[src/rtl/mssd_pkg.sv]
// Shared types and helpers for the parametrised serial demultiplexer.
package mssd_pkg;

  // END is not a state: frame completion is folded into the last sampling edge.
  typedef enum logic [2:0] {
    IDLE = 3'd0,
    ADDR = 3'd1,
    LEN  = 3'd2,
    DATA = 3'd3,
    PAR  = 3'd4
  } state_t;

  function automatic int cnt_width(input int addr_w, input int len_w);
    return (addr_w > len_w) ? addr_w : len_w;
  endfunction

endpackage

[src/rtl/mssd_param_if.sv]
// Bundle of the serial input and the decoded channel outputs of mssd_param.
interface mssd_param_if #(
  parameter int NUM_CH = 4,
  parameter int ADDR_W = $clog2(NUM_CH)
);
  import mssd_pkg::*;

  // outValid qualifies p for exactly the cycle it is high; there is no
  // back-pressure, so a consumer must take each payload bit as it appears.
  logic              serIn;
  logic [ADDR_W-1:0] d;
  logic [NUM_CH-1:0] p;
  logic              outValid;
  logic              error;
  logic              frame_done;
  logic              busy;
  state_t            state;

  modport master (
    output serIn,
    input  d, p, outValid, error, frame_done, busy, state
  );

  modport slave (
    input  serIn,
    output d, p, outValid, error, frame_done, busy, state
  );

endinterface

[src/rtl/mssd_frame_counter.sv]
// Loadable down-counter with terminal-count flag; saturates at zero.
module mssd_frame_counter #(
  parameter int W = 4
) (
  input  logic         clk,
  input  logic         rst_n,
  input  logic         load,
  input  logic         dec,
  input  logic [W-1:0] load_val,
  output logic         tc
);

  logic [W-1:0] count_q, count_d;

  always_comb begin
    count_d = count_q;
    if (load) begin
      count_d = load_val;
    end else if (dec && (count_q != '0)) begin
      count_d = count_q - W'(1);
    end
  end

  always_ff @(posedge clk or negedge rst_n) begin
    if (!rst_n) begin
      count_q <= '0;
    end else begin
      count_q <= count_d;
    end
  end

  assign tc = (count_q == '0);

endmodule

[src/rtl/mssd_param.sv]
// Framed serial-to-one-hot demultiplexer: start bit, address, length, payload
// and optional even-parity trailer, with per-frame done/error strobes.
module mssd_param
  import mssd_pkg::*;
#(
  parameter int NUM_CH    = 4,
  parameter int LEN_W     = 4,
  parameter int PARITY_EN = 1
) (
  input  logic         clk,
  input  logic         rst,
  mssd_param_if.slave  bus
);

  localparam int ADDR_W = $clog2(NUM_CH);
  localparam int CW     = cnt_width(ADDR_W, LEN_W);

  state_t            state_q, state_d;
  logic [CW-1:0]     sh_q, sh_d;
  logic [ADDR_W-1:0] d_q, d_d;
  logic [NUM_CH-1:0] p_q, p_d;
  logic              out_valid_q, out_valid_d;
  logic              error_q, error_d;
  logic              frame_done_q, frame_done_d;
  logic              busy_q, busy_d;
  logic              par_q, par_d;

  logic              cnt_load, cnt_dec, cnt_tc;
  logic [CW-1:0]     cnt_val;
  logic [CW-1:0]     sh_next;
  logic [LEN_W-1:0]  len_next;
  logic              addr_oor;
  logic              frame_end;
  logic              par_fail;

  mssd_frame_counter #(.W(CW)) u_cnt (
    .clk      (clk),
    .rst_n    (rst),
    .load     (cnt_load),
    .dec      (cnt_dec),
    .load_val (cnt_val),
    .tc       (cnt_tc)
  );

  always_comb begin
    state_d      = state_q;
    sh_d         = sh_q;
    d_d          = d_q;
    p_d          = '0;
    out_valid_d  = 1'b0;
    error_d      = 1'b0;
    frame_done_d = 1'b0;
    busy_d       = busy_q;
    par_d        = par_q;
    cnt_load     = 1'b0;
    cnt_dec      = 1'b0;
    cnt_val      = '0;
    frame_end    = 1'b0;
    par_fail     = 1'b0;

    // Fields arrive MSB first; only the low field-width bits are ever used.
    sh_next  = (sh_q << 1) | CW'(bus.serIn);
    len_next = sh_next[LEN_W-1:0];
    addr_oor = (int'(d_q) >= NUM_CH);

    case (state_q)
      IDLE: begin
        if (!bus.serIn) begin
          state_d  = ADDR;
          busy_d   = 1'b1;
          sh_d     = '0;
          par_d    = 1'b0;
          cnt_load = 1'b1;
          cnt_val  = CW'(ADDR_W - 1);
        end
      end

      ADDR: begin
        sh_d  = sh_next;
        par_d = par_q ^ bus.serIn;
        if (cnt_tc) begin
          d_d      = sh_next[ADDR_W-1:0];
          state_d  = LEN;
          cnt_load = 1'b1;
          cnt_val  = CW'(LEN_W - 1);
        end else begin
          cnt_dec = 1'b1;
        end
      end

      LEN: begin
        sh_d  = sh_next;
        par_d = par_q ^ bus.serIn;
        if (cnt_tc) begin
          if (len_next != '0) begin
            state_d  = DATA;
            cnt_load = 1'b1;
            cnt_val  = CW'(len_next) - CW'(1);
          end else if (PARITY_EN != 0) begin
            state_d = PAR;
          end else begin
            frame_end = 1'b1;
          end
        end else begin
          cnt_dec = 1'b1;
        end
      end

      DATA: begin
        par_d = par_q ^ bus.serIn;
        // Out-of-range destinations still consume their payload, silently.
        if (!addr_oor) begin
          p_d[d_q]    = bus.serIn;
          out_valid_d = 1'b1;
        end
        if (cnt_tc) begin
          if (PARITY_EN != 0) begin
            state_d = PAR;
          end else begin
            frame_end = 1'b1;
          end
        end else begin
          cnt_dec = 1'b1;
        end
      end

      PAR: begin
        par_fail  = par_q ^ bus.serIn;
        frame_end = 1'b1;
      end

      default: begin
        state_d = IDLE;
        busy_d  = 1'b0;
      end
    endcase

    // Returning straight to IDLE lets a start bit on the next edge begin a new frame.
    if (frame_end) begin
      state_d      = IDLE;
      busy_d       = 1'b0;
      frame_done_d = 1'b1;
      error_d      = addr_oor | par_fail;
    end
  end

  always_ff @(posedge clk or negedge rst) begin
    if (!rst) begin
      state_q      <= IDLE;
      sh_q         <= '0;
      d_q          <= '0;
      p_q          <= '0;
      out_valid_q  <= 1'b0;
      error_q      <= 1'b0;
      frame_done_q <= 1'b0;
      busy_q       <= 1'b0;
      par_q        <= 1'b0;
    end else begin
      state_q      <= state_d;
      sh_q         <= sh_d;
      d_q          <= d_d;
      p_q          <= p_d;
      out_valid_q  <= out_valid_d;
      error_q      <= error_d;
      frame_done_q <= frame_done_d;
      busy_q       <= busy_d;
      par_q        <= par_d;
    end
  end

  assign bus.d          = d_q;
  assign bus.p          = p_q;
  assign bus.outValid   = out_valid_q;
  assign bus.error      = error_q;
  assign bus.frame_done = frame_done_q;
  assign bus.busy       = busy_q;
  assign bus.state      = state_q;

endmodule

[src/flat_wrapper.sv]
// flat-port wrapper written by rule: the top's interface ports become plain ports
module mssd_param_flat import mssd_pkg::*;
#(
  parameter int NUM_CH    = 4,
  parameter int LEN_W     = 4,
  parameter int PARITY_EN = 1
)
  (clk, rst, bus_serIn, bus_d, bus_p, bus_outValid, bus_error, bus_frame_done, bus_busy, bus_state);
  mssd_param_if #(.NUM_CH(NUM_CH)) bus_i ();
  input  logic clk;
  input  logic rst;
  input wire logic [$bits(bus_i.serIn)-1:0] bus_serIn;
  output wire logic [$bits(bus_i.d)-1:0] bus_d;
  output wire logic [$bits(bus_i.p)-1:0] bus_p;
  output wire logic [$bits(bus_i.outValid)-1:0] bus_outValid;
  output wire logic [$bits(bus_i.error)-1:0] bus_error;
  output wire logic [$bits(bus_i.frame_done)-1:0] bus_frame_done;
  output wire logic [$bits(bus_i.busy)-1:0] bus_busy;
  output wire logic [$bits(bus_i.state)-1:0] bus_state;
  assign bus_i.serIn = bus_serIn;
  assign bus_d = bus_i.d;
  assign bus_p = bus_i.p;
  assign bus_outValid = bus_i.outValid;
  assign bus_error = bus_i.error;
  assign bus_frame_done = bus_i.frame_done;
  assign bus_busy = bus_i.busy;
  assign bus_state = bus_i.state;
  mssd_param #(.NUM_CH(NUM_CH), .LEN_W(LEN_W), .PARITY_EN(PARITY_EN)) u_core (.clk(clk), .rst(rst), .bus(bus_i));
endmodule
[config.mk]
export PLATFORM = sky130hd
export DESIGN_NAME = mssd_param_flat
export DESIGN_NICKNAME = d
export VERILOG_FILES = /design/src/rtl/mssd_pkg.sv /design/src/rtl/mssd_param_if.sv /design/src/rtl/mssd_frame_counter.sv /design/src/rtl/mssd_param.sv /design/src/flat_wrapper.sv
export SDC_FILE = /design/constraint.sdc
export NUM_CORES = 1
export LEC_CHECK = 0
export CORE_MARGIN = 8
export CORE_UTILIZATION = 55
export CTS_BUF_LIST = sky130_fd_sc_hd__clkbuf_2 sky130_fd_sc_hd__clkbuf_4 sky130_fd_sc_hd__clkbuf_8
export DETAILED_ROUTE_END_ITERATION = 8
export HOLD_SLACK_MARGIN = 0.15
export PLACE_DENSITY = 0.8
export SLEW_MARGIN = 20
export SYNTH_ARGS = -nofsm -noshare
export SYNTH_HDL_FRONTEND = slang
export SYNTH_SLANG_ARGS = --single-unit
[constraint.sdc]
create_clock -name clk -period 4.7 [get_ports clk]
set_input_delay 0.94 -clock clk [delete_from_list [all_inputs] [get_ports clk]]
set_output_delay 0.94 -clock clk [all_outputs]
set_load 0.005 [all_outputs]
==> impl_metrics.tcl, run 1 <==
set metrics [dict create \
    netlist_area_um2 1190 \
    cp-start-kind "input port" \
    io_pins 16 \
    cp_cell_sequence "clkdlybuf4s50_1, inv_1, ha_1, or3b_2, nand3_1, a21oi_1, a211oi_1" \
    syn2layout_area_growth_pct 13.4 \
    die_w_um 62.4 \
    drt_iter0_markers 52 \
    first_pass_iters 4 \
    placedCellCount 154 \
    fin_area_um2 1350 \
    cts_resized 0 \
    worst_pin_slew_ns 0.881 \
    drive_above_1_share_pct 10.0 \
    place_ws_ns 1.60 \
    htree_levels 1 \
    place_congestion 0.879 \
    synthFlopType "dfrtp_1" \
    clk_pin_slew_ns 0.13 \
    crit_type "input port to flip-flop" \
    grt_setup_unrepaired "no" \
    slowest_stage "clkdlybuf4s50_1" \
    insertion_delay_ns 0.31 \
    synth_area_leaders "dfrtp_1 (44%), a21oi_1 (5.9%), ha_1 (4.2%)" \
    cts.sinks 21 \
    layout_setup_ws_ns 1.91 \
    postSynth.asyncResetShare_pct 100 \
    grt_max_degree 22 \
    finClkSkew_ns 0.0134 \
    synth_warnings 0 \
    grt_usage_pct 13.1 \
    core-area_um2 2130 \
    crit_required_ns 4.91 \
    final_common_cell "dfrtp_1" \
    syn_nets 126 \
    ant_nets 0 \
    cp.arrival_ns 3.00 \
    grt_pass1_vias 886 \
    ys_seq_elements 21 \
    whs_ns 0.536 \
    hp-class "flip-flop to flip-flop" \
    tns_ns 0 \
    irDropWorstVdd_uv 449 \
    num_rows 17 \
    fin_crit_sh_pct 59.3 \
    final_util_pct 63.2 \
    yosys.cell_types.count 43 \
    min_period_ns 2.79 \
    nets 138 \
    synth-edff-count 0 \
    syn_inst 119 \
    overflow 0 \
    cts_hold_buf 0 \
    n_antenna_cell 0 \
    via_per_inst 5.89 \
    p_per_area_nw_per_um2 637 \
    finalNonFillerCells 158 \
    final_cell_mix "dfrtp_1 (21), clkdlybuf4s50_1 (15), a21oi_1 (14)" \
    dieArea_um2 3900 \
    setup_viol 0 \
    timing.fmax_mhz 359 \
    finalPower_uw 857 \
    antenna_found_initial 0 \
    synth_sequential_area_ratio_pct 44.3 \
    dpl.hpwl_mm 1.78 \
    wirelength_mm 2.47 \
    placed_area_um2 1320 \
    grt_pass1_wl_mm 4.33 \
    synth_top_cell_area_share_pct 44.3 \
    cts_root_buf "clkbuf_4" \
    yosysTopAreaCell "dfrtp_1" \
    num_vias 930 \
    avgRoutedWirePerCell_um 15.6 \
    slew-limit-headroom_pct 41.1 \
    worst_setup_path_end_kind "flip-flop" \
    max_stage_delay_ns 0.62 \
    drc_errors 0 \
    initial_core_util_pct 55.8 \
    status "complete, no violations" \
    report.final.hold_viol_count 0 \
    clockBufferDepth 2 \
    maxCapViolations 0 \
    worstPathMaxFanout 11 \
    avgSynthCellArea_um2 9.97 \
    cts_setup_buffers 0 \
    die_h_um 62.4 \
    numCtsBuffers 3 \
    leakagePower_nw 0.585 \
    cts_tree "built" \
    portBuffers 15 \
    slew_viol_final 0 \
]
worst paths after layout:
kind	end	startpoint	slack [ns]	cells after the start
worst max-delay path	u_core.u_cnt.count_q[2]$_DFFE_PN0P_	bus_serIn	1.91	7
worst min-delay path	u_core.bus.p[0]$_DFF_PN0_	u_core.bus.d[0]$_DFFE_PN0P_	0.54	1
worst max register to register	u_core.u_cnt.count_q[3]$_DFFE_PN0P_	u_core.u_cnt.count_q[0]$_DFFE_PN0P_	2.64	6
worst min register to register	u_core.bus.p[0]$_DFF_PN0_	u_core.bus.d[0]$_DFFE_PN0P_	0.54	1
max in group asynchronous	u_core.bus.state[2]$_DFFE_PN0P_	rst	3.04	1
min in group asynchronous	u_core.bus.state[0]$_DFFE_PN0P_	rst	1.11	1
sequential cells by signal (all words and copies together), names as in the netlist:
| register | count |
|---|---|
| u_core.bus.p | 4 |
| u_core.u_cnt.count_q | 4 |
| u_core.bus.state | 3 |
| u_core.sh_q | 3 |
| u_core.bus.d | 2 |
| u_core.bus.busy | 1 |
| u_core.bus.error | 1 |
| u_core.bus.frame_done | 1 |
| u_core.bus.outValid | 1 |
| u_core.par_q | 1 |
cells by family after synthesis:
| group | after synthesis | share of synthesized area [%] |
|---|---|---|
| AO/OA/AOI/OAI | 35 | 18.6 |
| XOR/XNOR | 3 | 2.22 |
| adder cells (fa/ha/maj) | 4 | 4.22 |
| buffers and inverters | 14 | 6.43 |
| flip-flops | 21 | 44.3 |
| multiplexers | 2 | 2.53 |
| AND/OR/NAND/NOR | 40 | 21.7 |
cell type report:
cell class | instances | area [um2]
inverter | 6 | 22.5
timing repair buffer | 15 | 150
tap | 28 | 35.0
multi-input combinational | 84 | 584
sequential | 21 | 526
clock inverter | 1 | 5.00
fill | 178 | 782
clock buffer | 3 | 22.5
cells in the mapped netlist, types with 3 or more instances:
cell type  count
dfrtp_1       21
a21oi_1       14
nor2_1         7
nor3_1         7
inv_1          6
nand2_1        5
o21ai_0        5
clkbuf_1       4
ha_1           4
nor3b_1        4
buf_6          3
power breakdown:
part / switching, mW / internal (mW)
sequential: 0.110 / 0.246
combinational: 0.198 / 0.214
clock: 0.0576 / 0.0318
metal layers:
metal  vias up  wire length, um  GRT usage (%)
li1        453                -              -
met1       443             1140           17.0
met2        27             1160           20.8
met3         7              112           3.41
met4         0               52           4.27
met5         -                0              0
critical path: cells and delay by family:
kind                       cells  cell delay (ns)
AOI/OAI and AO/OA              2             0.40
adders and majority gates      1             0.18
buffers and inverters          2             0.85
and+or+nand+nor                2             0.62
Power figures use the tool's default switching activity.
==> inputs of run 2 (changes only) <==
--- a/config.mk
+++ b/config.mk
@@ -6,11 +6,11 @@
 export NUM_CORES = 1
 export LEC_CHECK = 0
 export CORE_MARGIN = 8
-export CORE_UTILIZATION = 55
+export CORE_UTILIZATION = 50
 export CTS_BUF_LIST = sky130_fd_sc_hd__clkbuf_2 sky130_fd_sc_hd__clkbuf_4 sky130_fd_sc_hd__clkbuf_8
 export DETAILED_ROUTE_END_ITERATION = 8
 export HOLD_SLACK_MARGIN = 0.15
-export PLACE_DENSITY = 0.8
+export PLACE_DENSITY = 0.77
 export SLEW_MARGIN = 20
 export SYNTH_ARGS = -nofsm -noshare
 export SYNTH_HDL_FRONTEND = slang
==> constraint.sdc (replaced) <==
create_clock -name clk -period 2.5 [get_ports clk]
set_input_delay 0.5 -clock clk [delete_from_list [all_inputs] [get_ports clk]]
set_output_delay 0.5 -clock clk [all_outputs]
set_load 0.005 [all_outputs]
==> impl_metrics.tcl, run 2 (synthesized netlist as in run 1, its figures left out) <==
set metrics [dict create \
    status "complete, no violations" \
    finClkSkew_ns 0.00613 \
    die_h_um 64.7 \
    setup_viol 0 \
    placedCellCount 159 \
    drc_errors 0 \
    grt_setup_unrepaired "no" \
    dpl.hpwl_mm 1.95 \
    antenna_found_initial 0 \
    worst_setup_path_end_kind "output port" \
    via_per_inst 6.01 \
    io_pins 16 \
    grt_pass1_vias 963 \
    ant_nets 0 \
    grt_usage_pct 13.6 \
    die_w_um 64.7 \
    cts_tree "built" \
    crit_type "flip-flop to output port" \
    path_delay_family "flip-flops" \
    n_antenna_cell 0 \
    worst_pin_slew_ns 0.629 \
    max_stage_delay_ns 0.71 \
    p_per_area_nw_per_um2 1200 \
    core-area_um2 2230 \
    initial_core_util_pct 53.1 \
    min_period_ns 2.13 \
    overflow 0 \
    timing.fmax_mhz 468 \
    fin_crit_sh_pct 85.4 \
    dieArea_um2 4190 \
    clk_pin_slew_ns 0.13 \
    finalNonFillerCells 163 \
    cts_setup_buffers 0 \
    maxCapViolations 0 \
    numCtsBuffers 3 \
    nets 143 \
    syn2layout_area_growth_pct 16.6 \
    cp_cell_sequence "clkdlybuf4s50_1" \
    slew_viol_final 0 \
    slew-limit-headroom_pct 57.5 \
    avgRoutedWirePerCell_um 16.7 \
    cp.arrival_ns 1.63 \
    portBuffers 15 \
    crit_required_ns 2.00 \
    slowest_stage "dfrtp_1" \
    critPathBufInv 1 \
    tns_ns 0 \
    grt_pass1_wl_mm 4.56 \
    cts.sinks 21 \
    cts_root_buf "clkbuf_4" \
    final_common_cell "dfrtp_1" \
    leakagePower_nw 0.609 \
    drive_above_1_share_pct 13.3 \
    place_congestion 0.918 \
    final_cell_mix "dfrtp_1 (21), clkdlybuf4s50_1 (15), a21oi_1 (14)" \
    wirelength_mm 2.73 \
    num_rows 17 \
    worstPathMaxFanout 19 \
    cts_hold_buf 0 \
    clockBufferDepth 2 \
    drt_iter0_markers 54 \
    num_vias 979 \
    insertion_delay_ns 0.31 \
    htree_levels 1 \
    first_pass_iters 5 \
    hp-class "input port to async pin" \
    irDropWorstVdd_uv 680 \
    report.final.hold_viol_count 0 \
    cp-start-kind "flip-flop" \
    cts_resized 0 \
    grt_max_degree 22 \
]
run 2: cell types whose count changed in the layout (fill, tap and decap cells not counted):
| cell | change |
|---|---|
| buf_4 | +5 |
run 2: area by class of cell:
class / count / area [um2]
clock inverters: 1 / 5.00
flip-flops and latches: 21 / 526
fillers: 208 / 851
repair buffers: 20 / 188
clock buffers: 3 / 22.5
multi-input cells: 84 / 584
inverters: 6 / 22.5
well taps: 28 / 35.0
run 2: worst paths after layout:
kind	startpoint	to	slack, ns	cells after the start
worst min register to register	u_core.bus.busy$_DFFE_PN0P_	u_core.bus.busy$_DFFE_PN0P_	0.51	2
max in group asynchronous	rst	u_core.bus.p[0]$_DFF_PN0_	1.77	2
worst max-delay path	u_core.bus.state[0]$_DFFE_PN0P_	bus_state[0]	0.37	1
min in group clk	u_core.bus.busy$_DFFE_PN0P_	u_core.bus.busy$_DFFE_PN0P_	0.51	2
worst min-delay path	rst	u_core.bus.state[1]$_DFFE_PN0P_	0.51	2
worst max register to register	u_core.u_cnt.count_q[0]$_DFFE_PN0P_	u_core.bus.d[0]$_DFFE_PN0P_	0.50	6
run 2: report_power, final:
part,total [mW],leakage (nW),switching [mW],internal (mW)
Sequential,0.623,0.265,0.161,0.462
Combinational,0.862,0.327,0.443,0.419
Clock,0.171,0.0177,0.111,0.0598
run 2: stage by stage:
| step | util (%) | hold WS [ns] | instance area (um2) | worst slack [ns] | power [mW] |
|---|---|---|---|---|---|
| 6_report | 61.9 | 0.509 | 1380 | 0.365 | 1.66 |
| 2_1_floorplan | - | 0.204 | 1190 | 0.563 | 1.22 |
| 3_3_place_gp | 60.7 | 0.483 | 1360 | 0.271 | 1.44 |
| 5_1_grt | 61.9 | 0.524 | 1380 | 0.295 | 1.78 |
| 4_1_cts | 61.9 | 0.511 | 1380 | 0.357 | 1.65 |
| 3_5_place_dp | 60.7 | 0.491 | 1360 | 0.223 | 1.48 |
run 2: metal layers:
| layer | global-route usage, % | vias to the layer above | routed length (um) |
|---|---|---|---|
| met5 | 0 | - | 0 |
| met4 | 8.17 | 0 | 47 |
| met2 | 21.2 | 48 | 1300 |
| met3 | 3.78 | 6 | 269 |
| met1 | 16.4 | 463 | 1110 |
| li1 | - | 462 | - |
==> inputs of run 3 (changes only) <==
--- a/config.mk
+++ b/config.mk
@@ -6,11 +6,11 @@
 export NUM_CORES = 1
 export LEC_CHECK = 0
 export CORE_MARGIN = 8
-export CORE_UTILIZATION = 50
+export CORE_UTILIZATION = 55
 export CTS_BUF_LIST = sky130_fd_sc_hd__clkbuf_2 sky130_fd_sc_hd__clkbuf_4 sky130_fd_sc_hd__clkbuf_8
 export DETAILED_ROUTE_END_ITERATION = 8
 export HOLD_SLACK_MARGIN = 0.15
-export PLACE_DENSITY = 0.77
+export PLACE_DENSITY = 0.8
 export SLEW_MARGIN = 20
 export SYNTH_ARGS = -nofsm -noshare
 export SYNTH_HDL_FRONTEND = slang
==> constraint.sdc (replaced) <==
create_clock -name clk -period 2.63 [get_ports clk]
set_input_delay 0.526 -clock clk [delete_from_list [all_inputs] [get_ports clk]]
set_output_delay 0.526 -clock clk [all_outputs]
set_load 0.01 [all_outputs]
==> impl_metrics.tcl, run 3 (synthesized netlist as in run 1, its figures left out) <==
set metrics [dict create \
    status "complete, no violations" \
    critPathBufInv 1 \
    leakagePower_nw 0.605 \
    cts_tree "built" \
    initial_core_util_pct 55.8 \
    p_sw_uw 680 \
    avgRoutedWirePerCell_um 15.7 \
    nets 142 \
    insertion_delay_ns 0.32 \
    wl_met1_mm 1.06 \
    overflow 0 \
    cts.sinks 21 \
    die_h_um 62.4 \
    setup_viol 0 \
    slew_viol_final 0 \
    path_delay_family "flip-flops" \
    finalPower_mw 1.57 \
    clkPwrFrac_pct 10.2 \
    slew-limit-headroom_pct 59.0 \
    crit_type "flip-flop to output port" \
    timing.fmax_mhz 442 \
    place_ws_ns 0.250 \
    worstPathMaxFanout 19 \
    numCtsBuffers 3 \
    via_per_inst 6.05 \
    p_seq_share_pct 37.7 \
    p_comb_share_pct 52.1 \
    cts_hold_buf 0 \
    hp-class "input port to async pin" \
    fin_crit_sh_pct 86.0 \
    grt_setup_unrepaired "no" \
    num_vias 980 \
    drt_iter0_markers 43 \
    p_per_area_nw_per_um2 1150 \
    antenna_found_initial 0 \
    grt_usage_pct 13.7 \
    crit_required_ns 2.10 \
    wl_met2_mm 1.22 \
    clockBufferDepth 2 \
    cts_root_buf "clkbuf_4" \
    multi_input_area_um2 584 \
    seq_area_um2 526 \
    maxCapViolations 0 \
    slowest_stage "dfrtp_1" \
    min_period_ns 2.26 \
    cp-start-kind "flip-flop" \
    routed.top_layer "met4" \
    cts_resized 0 \
    max_stage_delay_ns 0.76 \
    first_pass_iters 4 \
    wirelength_mm 2.54 \
    final_cell_mix "dfrtp_1 (21), clkdlybuf4s50_1 (15), a21oi_1 (14)" \
    cts_setup_buffers 0 \
    grt_max_degree 22 \
    num_rows 17 \
    place_congestion 0.915 \
    cp_cell_sequence "clkdlybuf4s50_1" \
    n_antenna_cell 0 \
    dieArea_um2 3900 \
    internal-power_uw 895 \
    drc_errors 0 \
    die_w_um 62.4 \
    dpl.hpwl_mm 1.82 \
    portBuffers 15 \
    grt_pass1_vias 947 \
    wl_met3_um 205 \
    final_common_cell "dfrtp_1" \
    io_pins 16 \
    drive_above_1_share_pct 12.7 \
    irDropWorstVdd_uv 872 \
    htree_levels 1 \
    p_sw_share_pct 43.2 \
    fill_cells 164 \
    core-area_um2 2130 \
    worst_setup_path_end_kind "output port" \
    report.final.hold_viol_count 0 \
    ant_nets 0 \
    syn2layout_area_growth_pct 15.9 \
    grt_pass1_wl_mm 4.49 \
    layout_setup_ws_ns 0.367 \
    cp.arrival_ns 1.74 \
    worst_pin_slew_ns 0.615 \
    clk_pin_slew_ns 0.13 \
    finClkSkew_ns 0.0140 \
    tns_ns 0 \
]
==> run 3: worst paths after layout <==
path | startpoint | depth (start not counted) | to | slack [ns]
max | u_core.bus.state[0]$_DFFE_PN0P_ | 1 | bus_state[0] | 0.37
min | rst | 2 | u_core.bus.state[0]$_DFFE_PN0P_ | 0.52
max reg2reg | u_core.u_cnt.count_q[0]$_DFFE_PN0P_ | 6 | u_core.bus.d[0]$_DFFE_PN0P_ | 0.64
min reg2reg | u_core.bus.busy$_DFFE_PN0P_ | 2 | u_core.bus.busy$_DFFE_PN0P_ | 0.52
max in group asynchronous | rst | 2 | u_core.sh_q[0]$_DFFE_PN0P_ | 1.88
min in group clk | u_core.bus.busy$_DFFE_PN0P_ | 2 | u_core.bus.busy$_DFFE_PN0P_ | 0.52
==> run 3: per-stage QoR <==
stage | utilization [%] | hold WS, ns | area [um2] | instances
floorplan | - | 0.230 | 1190 | 119
global placement | 63.4 | 0.479 | 1350 | 158
detailed placement | 63.4 | 0.501 | 1350 | 158
CTS | 64.6 | 0.527 | 1380 | 162
global route | 64.6 | 0.567 | 1380 | 162
finish | 64.6 | 0.518 | 1380 | 162
==> run 3: layout make-up <==
class,count,area share [%]
Clock buffer,3,1.64
Tap cell,28,2.55
Multi-Input combinational cell,84,42.5
Timing Repair Buffer,19,13.1
Sequential cell,21,38.2
Clock inverter,1,0.364
Inverter,6,1.64
==> run 3: layer usage <==
layer  track usage (%)  up-vias
met4              5.98        0
li1                  -      465
met2              21.6       47
met3              2.87        9
met5                 0        -
met1              17.5      459
==> run 3: power groups by stage <==
stage	Clock (mW)	Sequential (mW)	Combinational, mW
after floorplan	0	0.570	0.613
after detailed placement	0	0.593	0.813
after global routing	0.173	0.617	0.912
after CTS	0.163	0.587	0.820
after global placement	0	0.586	0.793
final	0.161	0.593	0.821
